--- src/rtl/rsi_delta_accum.sv ---
// rsi_delta_accum
//   Pops prices from the upstream price FIFO, forms the close-to-close delta
//   against the previous price, splits it into gain / loss magnitudes and keeps
//   running sums of both over a sliding window of PERIOD deltas. The sums are
//   offered to the RSI ratio stage through a valid/ready handshake.
//
//   Optional feature macro: RSI_PARTIAL_OUT_EN
//     defined   : sums are emitted after every update, including warm-up.
//     undefined : sums are emitted only once the window is full.
//
// Ports
//   clk          in   single clock, rising edge
//   rst          in   asynchronous active-high reset
//   fifo_empty   in   FIFO empty flag
//   fifo_dout    in   FIFO read data, valid the cycle after a granted read
//   fifo_rd_en   out  FIFO pop request (combinational: FETCH && !fifo_empty)
//   out_ready    in   downstream accepts the current sums
//   out_valid    out  gain_sum / loss_sum / window_full valid
//   gain_sum     out  sum of gains over the window
//   loss_sum     out  sum of loss magnitudes over the window
//   window_full  out  PERIOD deltas have been accumulated
module rsi_delta_accum #(
    parameter int WIDTH     = 16,
    parameter int PERIOD    = 14,
    parameter int SUM_WIDTH = 24
) (
    input  logic                 clk,
    input  logic                 rst,
    input  logic                 fifo_empty,
    input  logic [WIDTH-1:0]     fifo_dout,
    output logic                 fifo_rd_en,
    input  logic                 out_ready,
    output logic                 out_valid,
    output logic [SUM_WIDTH-1:0] gain_sum,
    output logic [SUM_WIDTH-1:0] loss_sum,
    output logic                 window_full
);

    localparam int IDX_W = $clog2(PERIOD);
    localparam int CNT_W = $clog2(PERIOD + 1);
    localparam logic [IDX_W-1:0] IDX_LAST = IDX_W'(PERIOD - 1);
    localparam logic [CNT_W-1:0] CNT_FULL = CNT_W'(PERIOD);

    typedef enum logic [1:0] {
        ST_FETCH   = 2'd0,
        ST_CAPTURE = 2'd1,
        ST_UPDATE  = 2'd2,
        ST_EMIT    = 2'd3
    } state_t;

    state_t                 state_r;
    state_t                 state_s;
    logic                   primed_r;
    logic [WIDTH-1:0]       prev_r;
    logic [WIDTH-1:0]       gain_r;
    logic [WIDTH-1:0]       loss_r;
    logic [IDX_W-1:0]       idx_r;
    logic [CNT_W-1:0]       count_r;
    logic [CNT_W-1:0]       count_inc_s;
    logic [SUM_WIDTH-1:0]   gain_sum_r;
    logic [SUM_WIDTH-1:0]   loss_sum_r;
    logic                   window_full_r;
    logic                   out_valid_r;
    logic [WIDTH-1:0]       gbuf_r [PERIOD];
    logic [WIDTH-1:0]       lbuf_r [PERIOD];

    logic [WIDTH:0]         delta_s;
    logic [WIDTH-1:0]       neg_delta_s;
    logic [WIDTH-1:0]       gain_s;
    logic [WIDTH-1:0]       loss_s;

    // Zero-extend a WIDTH-bit magnitude to the sum width.
    function automatic logic [SUM_WIDTH-1:0] ext(input logic [WIDTH-1:0] v);
        ext = {{(SUM_WIDTH - WIDTH){1'b0}}, v};
    endfunction

    // Saturating post-update window count.
    always_comb begin
        count_inc_s = count_r;
        if (count_r == CNT_FULL) begin
            count_inc_s = count_r;
        end else begin
            count_inc_s = count_r + {{(CNT_W-1){1'b0}}, 1'b1};
        end
    end

    // Split the signed close-to-close delta into gain and loss magnitudes.
    // The low WIDTH bits of prev - price equal the magnitude of a negative delta.
    always_comb begin
        delta_s     = {1'b0, fifo_dout} - {1'b0, prev_r};
        neg_delta_s = prev_r - fifo_dout;
        gain_s      = {WIDTH{1'b0}};
        loss_s      = {WIDTH{1'b0}};
        if (delta_s[WIDTH]) begin
            loss_s = neg_delta_s;
        end else begin
            gain_s = delta_s[WIDTH-1:0];
        end
    end

    // Next-state and FIFO pop decode.
    always_comb begin
        state_s    = state_r;
        fifo_rd_en = 1'b0;
        case (state_r)
            ST_FETCH: begin
                fifo_rd_en = !fifo_empty;
                if (!fifo_empty) begin
                    state_s = ST_CAPTURE;
                end else begin
                    state_s = ST_FETCH;
                end
            end
            ST_CAPTURE: begin
                // The first price after reset only primes prev.
                if (primed_r) begin
                    state_s = ST_UPDATE;
                end else begin
                    state_s = ST_FETCH;
                end
            end
            ST_UPDATE: begin
`ifdef RSI_PARTIAL_OUT_EN
                state_s = ST_EMIT;
`else
                if (count_inc_s == CNT_FULL) begin
                    state_s = ST_EMIT;
                end else begin
                    state_s = ST_FETCH;
                end
`endif
            end
            ST_EMIT: begin
                if (out_ready) begin
                    state_s = ST_FETCH;
                end else begin
                    state_s = ST_EMIT;
                end
            end
            default: begin
                state_s = ST_FETCH;
            end
        endcase
    end

    // State register; out_valid is registered from the next-state decode.
    always_ff @(posedge clk or posedge rst) begin
        if (rst) begin
            state_r     <= ST_FETCH;
            out_valid_r <= 1'b0;
        end else begin
            state_r     <= state_s;
            out_valid_r <= (state_s == ST_EMIT);
        end
    end

    // Price capture, window buffers and running sums.
    always_ff @(posedge clk or posedge rst) begin
        if (rst) begin
            primed_r      <= 1'b0;
            prev_r        <= {WIDTH{1'b0}};
            gain_r        <= {WIDTH{1'b0}};
            loss_r        <= {WIDTH{1'b0}};
            idx_r         <= {IDX_W{1'b0}};
            count_r       <= {CNT_W{1'b0}};
            gain_sum_r    <= {SUM_WIDTH{1'b0}};
            loss_sum_r    <= {SUM_WIDTH{1'b0}};
            window_full_r <= 1'b0;
            for (int i = 0; i < PERIOD; i++) begin
                gbuf_r[i] <= {WIDTH{1'b0}};
                lbuf_r[i] <= {WIDTH{1'b0}};
            end
        end else begin
            case (state_r)
                ST_CAPTURE: begin
                    prev_r   <= fifo_dout;
                    primed_r <= 1'b1;
                    if (primed_r) begin
                        gain_r <= gain_s;
                        loss_r <= loss_s;
                    end else begin
                        gain_r <= {WIDTH{1'b0}};
                        loss_r <= {WIDTH{1'b0}};
                    end
                end
                ST_UPDATE: begin
                    // The evicted entry was added earlier (or is still zero),
                    // so the subtraction can never underflow.
                    gain_sum_r    <= gain_sum_r + ext(gain_r) - ext(gbuf_r[idx_r]);
                    loss_sum_r    <= loss_sum_r + ext(loss_r) - ext(lbuf_r[idx_r]);
                    gbuf_r[idx_r] <= gain_r;
                    lbuf_r[idx_r] <= loss_r;
                    if (idx_r == IDX_LAST) begin
                        idx_r <= {IDX_W{1'b0}};
                    end else begin
                        idx_r <= idx_r + {{(IDX_W-1){1'b0}}, 1'b1};
                    end
                    count_r       <= count_inc_s;
                    window_full_r <= (count_inc_s == CNT_FULL);
                end
                default: begin
                    prev_r <= prev_r;
                end
            endcase
        end
    end

    assign out_valid   = out_valid_r;
    assign gain_sum    = gain_sum_r;
    assign loss_sum    = loss_sum_r;
    assign window_full = window_full_r;

endmodule

--- config.mk ---
export PLATFORM = sky130hd
export DESIGN_NAME = rsi_delta_accum
export DESIGN_NICKNAME = d
export VERILOG_FILES = /design/src/rtl/rsi_delta_accum.sv
export SDC_FILE = /design/constraint.sdc
export NUM_CORES = 1
export LEC_CHECK = 0
export BUFFER_PORTS_ARGS = -buffer_cell sky130_fd_sc_hd__buf_2
export CORE_AREA = 2 2 196 246
export CTS_BUF_LIST = sky130_fd_sc_hd__clkbuf_2
export CTS_CLUSTER_DIAMETER = 150
export CTS_CLUSTER_SIZE = 16
export DETAILED_ROUTE_END_ITERATION = 16
export DIE_AREA = 0 0 198 248
export GPL_TIMING_DRIVEN = 0
export PLACE_DENSITY = 0.87
export SLEW_MARGIN = 20
export SYNTH_ARGS = -nofsm -noshare
export SYNTH_HDL_FRONTEND = slang
export SYNTH_SLANG_ARGS = --single-unit
--- constraint.sdc ---
create_clock -name clk -period 36.6 [get_ports clk]
set_input_delay 3.66 -clock clk [delete_from_list [all_inputs] [get_ports clk]]
set_output_delay 3.66 -clock clk [all_outputs]
set_load 0.05 [all_outputs]
Yosys cells after proc, flatten, opt, wreduce, memory -nomap -nowiden
Cells that the tools add are included.
{ "classes": {"bitwise": 1, "magnitude_cmp": 2, "n_reduce_logical": 3, "n_addsub": 8, "eq_ne": 7, "muxes": 22} }
{ "ops": {"columns": ["cell", "count"], "rows": [
  ["224-bit bitwise mux", 2],
  ["16-bit 2-to-1 mux", 9],
  ["16-bit binary-select mux with 4-bit select", 2],
  ["16-bit demux with 4-bit select", 1],
  ["24-bit by 16-bit adder with 24-bit output", 2],
  ["24-bit by 16-bit subtractor with 24-bit output", 2],
  ["16-bit by 16-bit subtractor with 17-bit output", 1],
  ["16-bit subtractor", 1],
  ["4-bit equality test, second input constant", 3],
  ["4-bit by 1-bit adder with 4-bit output, second input constant", 2],
  ["4-bit 2-to-1 mux", 2],
  ["2-bit case mux with 4 select lines", 1],
  ["2-bit equality test, second input constant", 3],
  ["2-bit 2-to-1 mux", 3],
  ["5-bit greater-or-equal comparator, second input constant", 1],
  ["5-bit by 1-bit less-than comparator with 1-bit output, second input constant", 1],
  ["4-bit inverter with 5-bit output", 1],
  ["2-bit by 1-bit equality test with 1-bit output, second input constant", 1],
  ["2-bit logical NOT", 1],
  ["1-bit 2-to-1 mux", 2],
  ["1-bit logical AND", 1],
  ["1-bit logical NOT", 1]
]} }
{ "word_totals": {"elab_cells": 82, "output_inout_bits": 51, "in_bits": 20, "ff_bits": 557} }

Logic depth before layout (Yosys ltp)
Gate-level depths: netlist of run 1.
{ "logic_depth": {"depth_word": 6, "ltp_mapped": 19, "depth_no_buf": 16} }

Worst setup path after synthesis of run 1
No wires, ideal clock.
{ "synth_timing": {"path_type": "input-to-output", "from": "input fifo_empty", "to": "output fifo_rd_en", "path_buffers": 0, "required_time_ps": 32940, "path_slack_ps": 28207, "arrival_time_ps": 4733, "stages": 1, "path_cell_list": "nor3_1"} }
{ "synth_via": {"elab_chain_cells": 2} }
{ "synth_lines": {"columns": ["item", "line_no", "text"], "rows": [
  ["start: declaration", "29", "input logic fifo_empty,"],
  ["1-bit logical NOT", null, null],
  ["1-bit 2-to-1 mux", "105", "case (state_r)"],
  ["end: declaration", "31", "output logic fifo_rd_en,"]
]} }
No other way between the ends.

Final worst setup path of run 1
Same ends and word-level chain as after synthesis.

==> results of run 1 <==
==> per-stage QoR <==
step | instances | power, mW | setup WS, ns | util (%) | hold slack (ns)
floorplan | 2614 | 2.16 | 17.36 | - | 0.445
global placement | 3321 | 2.53 | 12.69 | 61.8 | 0.455
detailed placement | 3326 | 2.62 | 28.71 | 62.1 | 0.457
CTS | 3370 | 2.84 | 28.71 | 62.7 | 0.490
global route | 3372 | 3.08 | 28.66 | 62.7 | 0.505
finish | 3373 | 2.87 | 28.72 | 62.7 | 0.484
==> layout by cell type (no fill, tap or decap), types with 12 or more instances in the layout <==
cell / n
a21o_1: 19
a21oi_1: 71
a222oi_1: 32
a22o_1: 19
buf_2: 98
clkbuf_1: 144
clkbuf_2: 40
dfrtp_1: 557
fa_1: 34
ha_1: 81
inv_1: 193
mux2_1: 14
mux2_2: 117
mux2i_1: 33
mux4_2: 96
nand2_1: 446
nand3_1: 18
nor2_1: 48
o21ai_0: 438
o22ai_1: 12
xnor2_1: 44
xor2_1: 21
==> path summary, 6_finish.rpt <==
check,start,endpoint,slack (ns),cells after the start
setup reg to reg,idx_r[0]$_DFFE_PP0P_,gain_sum[20]$_DFFE_PP0P_,30.50,18
min in group asynchronous,rst,loss_sum[9]$_DFFE_PP0P_,2.60,2
hold / removal,loss_sum[23]$_DFFE_PP0P_,loss_sum[23]$_DFFE_PP0P_,0.48,1
max in group asynchronous,rst,gain_sum[10]$_DFFE_PP0P_,31.74,6
setup / recovery,fifo_empty,fifo_rd_en,28.72,3
hold reg to reg,loss_sum[23]$_DFFE_PP0P_,loss_sum[23]$_DFFE_PP0P_,0.48,1
==> worst max-delay path, delay by kind of cell <==
kind / cells / cell delay, ns
AND/OR/NAND/NOR: 1 / 0.16
buffers and inverters: 2 / 0.40
==> logic make-up after synthesis <==
logic type	synth area share (%)
AOI/OAI and AO/OA	14.0
and+or+nand+nor	8.24
DFF	50.1
buffers and inverters	5.25
muxes	14.3
adders and majority gates	6.09
xor gates and xnor gates	2.05
==> layout make-up <==
| cell class | count | area share (%) |
|---|---|---|
| inverter | 194 | 2.50 |
| antenna | 3 | 0.0256 |
| buffer | 184 | 2.50 |
| multi-input combinational | 1679 | 42.3 |
| sequential | 557 | 47.4 |
| clock inverter | 4 | 0.158 |
| tap | 637 | 2.71 |
| timing repair buffer | 75 | 1.66 |
| clock buffer | 40 | 0.681 |
==> power by group through the flow <==
stage                     sequential, mW  clock [mW]  combinational [mW]
after floorplan                    0.987           0                1.18
after global placement             0.929           0                1.60
after detailed placement           0.946           0                1.68
after CTS                          0.932       0.226                1.69
after global routing               0.957       0.249                1.88
final                              0.938       0.226                1.71
==> per-layer routing <==
metal | global-route usage, % | vias up
li1 | - | 9226
met2 | 53.8 | 1197
met4 | 19.2 | 6
met1 | 37.9 | 10700
met5 | 0 | -
met3 | 7.73 | 312
==> sequential cells by signal (all words and copies together), names as in the netlist <==
register     cells
out_valid        1
idx_r            4
count_r          4
loss_sum        24
gain_r          16
primed_r         1
state_r          2
gain_sum        24
loss_r          16
lbuf_r         224
gbuf_r         224
prev_r          16
window_full      1
==> flow_summary.json, run 1 <==
{
  "status": "finished, final reports clean",
  "yosys.area.top_type_share_pct": 50.1,
  "cts_tree": "done",
  "dieArea_um2": 49100,
  "final_hold_viol_count": 0,
  "coreArea_um2": 46900,
  "critical_path.most_common_cell": "buf_2",
  "synth_edf_count": 0,
  "startpoint_type": "input port",
  "hpwl_mm": 57.5,
  "met1_length_mm": 27.2,
  "ctsResizeCount": 0,
  "endpoint_kind": "output pin",
  "viasPerCell": 6.34,
  "area_growth_pct": 5.56,
  "grt.total_usage_pct": 32.1,
  "ys_types": 65,
  "nets": 2866,
  "fin_setup_tns_ns": 0,
  "setup-violations-final": 0,
  "crit_required_ns": 32.94,
  "synth.most_common_cell": "dfrtp_1",
  "seqCellArea_um2": 13900,
  "relSlewSlack_pct": 21.7,
  "rsz0062_at_grt": "no",
  "overflow": 0,
  "place.gp.congestion": 0.949,
  "async_reset_ff_share_pct": 100,
  "die_w_um": 198,
  "clockBufferDepth": 3,
  "leakagePower_nw": 13.7,
  "yosys_warnings": 0,
  "ys.flop_type": "dfrtp_1",
  "wl_met2_mm": 36.7,
  "clock_sinks": 557,
  "synth_commonest_cells": "dfrtp_1, nand2_1, o21ai_0, inv_1, clkbuf_1",
  "post-route-min-period_ns": 7.88,
  "vias": 21400,
  "power.share.switching_pct": 48.2,
  "synth-seq-area-share_pct": 50.1,
  "routedWlPerCell_um": 22.6,
  "io_pins": 71,
  "critPathKind": "input port to output pin",
  "worst_slew_pin_slew_ns": 1.16,
  "hold_class": "register to register",
  "critical-path-max-stage-delay_ns": 0.30,
  "yosysTopAreaCell": "dfrtp_1",
  "clock_latency_ns": 1.07,
  "clockPowerShare_pct": 7.9,
  "start_util_pct": 59.4,
  "rows": 89,
  "port_buffers": 70,
  "design_area_um2": 29400,
  "highest_layer": "met5",
  "clock_skew_ns": 0.0983,
  "drive_above_1_share_pct": 13.8,
  "nFillCells": 3538,
  "drt_first_pass_iters": 9,
  "postCtsSetupBuffers": 0,
  "first_iter_violations": 2345,
  "seqPwrFrac_pct": 32.7,
  "cts_made_buffers": 40,
  "htreeDepth": 2,
  "cp_cell_sequence": "buf_2 -> nor3_1 -> buf_2",
  "syn_area_per_cell_um2": 10.6,
  "grt_pass1_wl_mm": 121,
  "root_buffer": "clkbuf_2",
  "multi_input_area_um2": 12400,
  "clk_pin_slew_ns": 0.31,
  "synthCells": 2614,
  "die_y_um": 248,
  "grt_start_max_net_pins": 112,
  "powerDensity_nw_per_um2": 97.7,
  "internal_power_mw": 1.49,
  "syn_area_um2": 27800,
  "cp.arrival_ns": 4.22,
  "max_freq_mhz": 127,
  "worst_path_max_delay_cell": "buf_2",
  "wl_mm": 76.1,
  "drv_slew": 0,
  "p_comb_share_pct": 59.4,
  "holdBufCountCts": 0,
  "antenna_found_initial": 6,
  "place_area_um2": 29100,
  "synth_nets": 2749,
  "drt.antenna.violating_nets": 0,
  "drc": 0,
  "p_sw_mw": 1.38,
  "crit_path_max_fanout": 2,
  "met3RoutedLength_mm": 6.96,
  "synth-seq-cells": 557,
  "ir_drop_mv": 0.0495,
  "fin_crit_sh_pct": 21.5,
  "maxCapViolations": 0,
  "ys_top_cells_by_area": "dfrtp_1, o21ai_0, mux4_2",
  "grt_pass1_vias": 22200
}
Note: power is estimated with default switching activity, not from simulation.
==> inputs of run 2 (changes only) <==
Settings changed: CORE_AREA 2 2 196 246 to 2 2 198 248, DIE_AREA 0 0 198 248 to 0 0 200 250, PLACE_DENSITY 0.87 to 0.89.
Clock period 36.6 ns to 6.85 ns, I/O delays scaled along.
==> flow_summary.json, run 2 (synthesis results as in run 1) <==
{
  "rsz0062_at_grt": "no",
  "grt.total_usage_pct": 31.7,
  "wl_mm": 77.6,
  "grt_pass1_vias": 22800,
  "clock_skew_ns": 0.183,
  "cp-endpoint": "gain_sum[20]$_DFFE_PP0P_",
  "layout_commonest_cell": "dfrtp_1",
  "root_buffer": "clkbuf_2",
  "grt_start_max_net_pins": 39,
  "path_buf_inv": 4,
  "cts_made_buffers": 40,
  "port_buffers": 70,
  "holdBufCountCts": 20,
  "drv_slew": 0,
  "finish.utilization_pct": 62.2,
  "top_regs": "gbuf_r (224), lbuf_r (224)",
  "setup-violations-final": 0,
  "drt.antenna.violating_nets": 0,
  "multi_input_area_um2": 12400,
  "ctsResizeCount": 0,
  "first_iter_violations": 2624,
  "cp_top_family": "compound AO/OA/AOI/OAI gates",
  "rows": 90,
  "fin_crit_sh_pct": 87.8,
  "viasPerCell": 6.37,
  "nets": 2898,
  "r2r_start": "idx_r[1]$_DFFE_PP0P_",
  "drt_first_pass_iters": 9,
  "seqCellArea_um2": 13900,
  "start_util_pct": 58.2,
  "crit_required_ns": 7.83,
  "routedWlPerCell_um": 22.7,
  "crit_path_max_fanout": 10,
  "place.gp.congestion": 0.925,
  "antenna_found_initial": 4,
  "status": "finished, final reports clean",
  "worst_path_max_delay_cell": "a221oi_1",
  "die_w_um": 200,
  "critical-path-max-stage-delay_ns": 0.80,
  "startpoint_type": "register",
  "whs_ns": 0.108,
  "die_y_um": 250,
  "postCtsSetupBuffers": 0,
  "area_growth_pct": 6.92,
  "drive_above_1_share_pct": 14.1,
  "startpoint": "idx_r[1]$_DFFE_PP0P_",
  "post-route-min-period_ns": 6.01,
  "cp.arrival_ns": 6.99,
  "clock_sinks": 557,
  "clockBufferDepth": 3,
  "cp_cell_sequence": "buf_2 -> buf_2 -> buf_1 -> mux4_2 -> mux2i_1 -> o21ai_0 -> ha_1 -> inv_1 -> ha_1 -> fa_1 -> a21oi_1 -> o22ai_1 -> a221oi_1 -> o21ai_1 -> nor2_1 -> o41ai_2 -> xnor2_1 -> o21ai_1",
  "cts_tree": "done",
  "most-common-layout-cells": "dfrtp_1, nand2_1, o21ai_0",
  "relSlewSlack_pct": 9.03,
  "overflow": 0,
  "critPathKind": "register to register",
  "powerDensity_nw_per_um2": 517,
  "htreeDepth": 2,
  "worst_slew_pin_slew_ns": 1.35,
  "crit_cells": 18,
  "place_area_um2": 29300,
  "clk_pin_slew_ns": 0.30,
  "clock_latency_ns": 1.14,
  "nFillCells": 3590,
  "maxCapViolations": 0,
  "final_hold_viol_count": 0,
  "ff2ff_path_depth": 18,
  "hpwl_mm": 59.2,
  "io_pins": 71,
  "endpoint_kind": "register",
  "drc": 0,
  "dieArea_um2": 50000,
  "max_freq_mhz": 166,
  "hold_class": "input port to async pin",
  "grt_pass1_wl_mm": 122,
  "coreArea_um2": 47900,
  "leakagePower_nw": 13.9,
  "r2r_setup_slack_ns": 0.84,
  "vias": 21700,
  "timing.rr.end": "gain_sum[20]$_DFFE_PP0P_",
  "ir_drop_mv": 0.228,
  "design_area_um2": 29800
}
run 2: cell types whose count changed in the layout (fill, tap and decap cells not counted), sizes merged:
cell / change
buf: +12
bufinv: -1
clkinv: +1
diode: -1
dlygate4sd3: +20
run 2: how the worst min path moves through the flow:
stage,endpoint,start,slack [ns]
global route,loss_sum[9]$_DFFE_PP0P_,rst,0.12
finish,loss_sum[9]$_DFFE_PP0P_,rst,0.11
floorplan,gbuf_r[112]$_DFFE_PP0P_,gbuf_r[112]$_DFFE_PP0P_,0.44
CTS,loss_sum[9]$_DFFE_PP0P_,rst,0.09
detailed placement,gain_sum[23]$_DFFE_PP0P_,gain_sum[23]$_DFFE_PP0P_,0.46
global placement,loss_sum[23]$_DFFE_PP0P_,loss_sum[23]$_DFFE_PP0P_,0.45
run 2: layout make-up:
| class | instances | area share [%] |
|---|---|---|
| clock buffers | 40 | 0.673 |
| diodes | 2 | 0.0168 |
| well taps | 644 | 2.71 |
| inverters | 194 | 2.46 |
| flip-flops and latches | 557 | 46.8 |
| multi-input cells | 1679 | 41.8 |
| plain buffers | 184 | 2.46 |
| repair buffers | 107 | 2.99 |
| clock inverters | 4 | 0.0715 |
run 2: power breakdown:
part	leakage (nW)	total [mW]	switching [mW]	internal, mW
Combinational	6.17	9.19	5.71	3.48
Sequential	7.50	5.03	0.742	4.29
Clock	0.183	1.16	1.01	0.158
Total	13.9	15.4	7.45	7.93
run 2: through the flow:
step	std cells	total power [mW]	setup TNS, ns	setup WS, ns
floorplan	2614	11.6	-789.14	-1.42
global placement	3328	13.5	-2144.89	-3.95
detailed placement	3345	14.1	0	1.07
CTS	3409	15.2	0	1.04
global route	3410	16.4	0	0.629
finish	3411	15.4	0	0.835
run 2: routing by layer:
layer	wire [um]	track usage, %	share of wire [%]	vias up
li1	-	-	-	9310
met1	27300	37.8	35	10700
met2	37400	51.7	48	1313
met3	7460	7.26	9.6	400
met4	5410	20.3	7.0	6
met5	43	0	0.055	-
run 2: worst register-to-register path, delay by kind of cell, from the launching register on:
kind / cells / cell delay (ns)
AOI/OAI and AO/OA: 7 / 1.96
buffers and inverters: 4 / 1.49
adders and majority gates: 3 / 1.01
muxes: 2 / 0.62
DFF: 1 / 0.47
and+or+nand+nor: 1 / 0.20
xor gates and xnor gates: 1 / 0.16
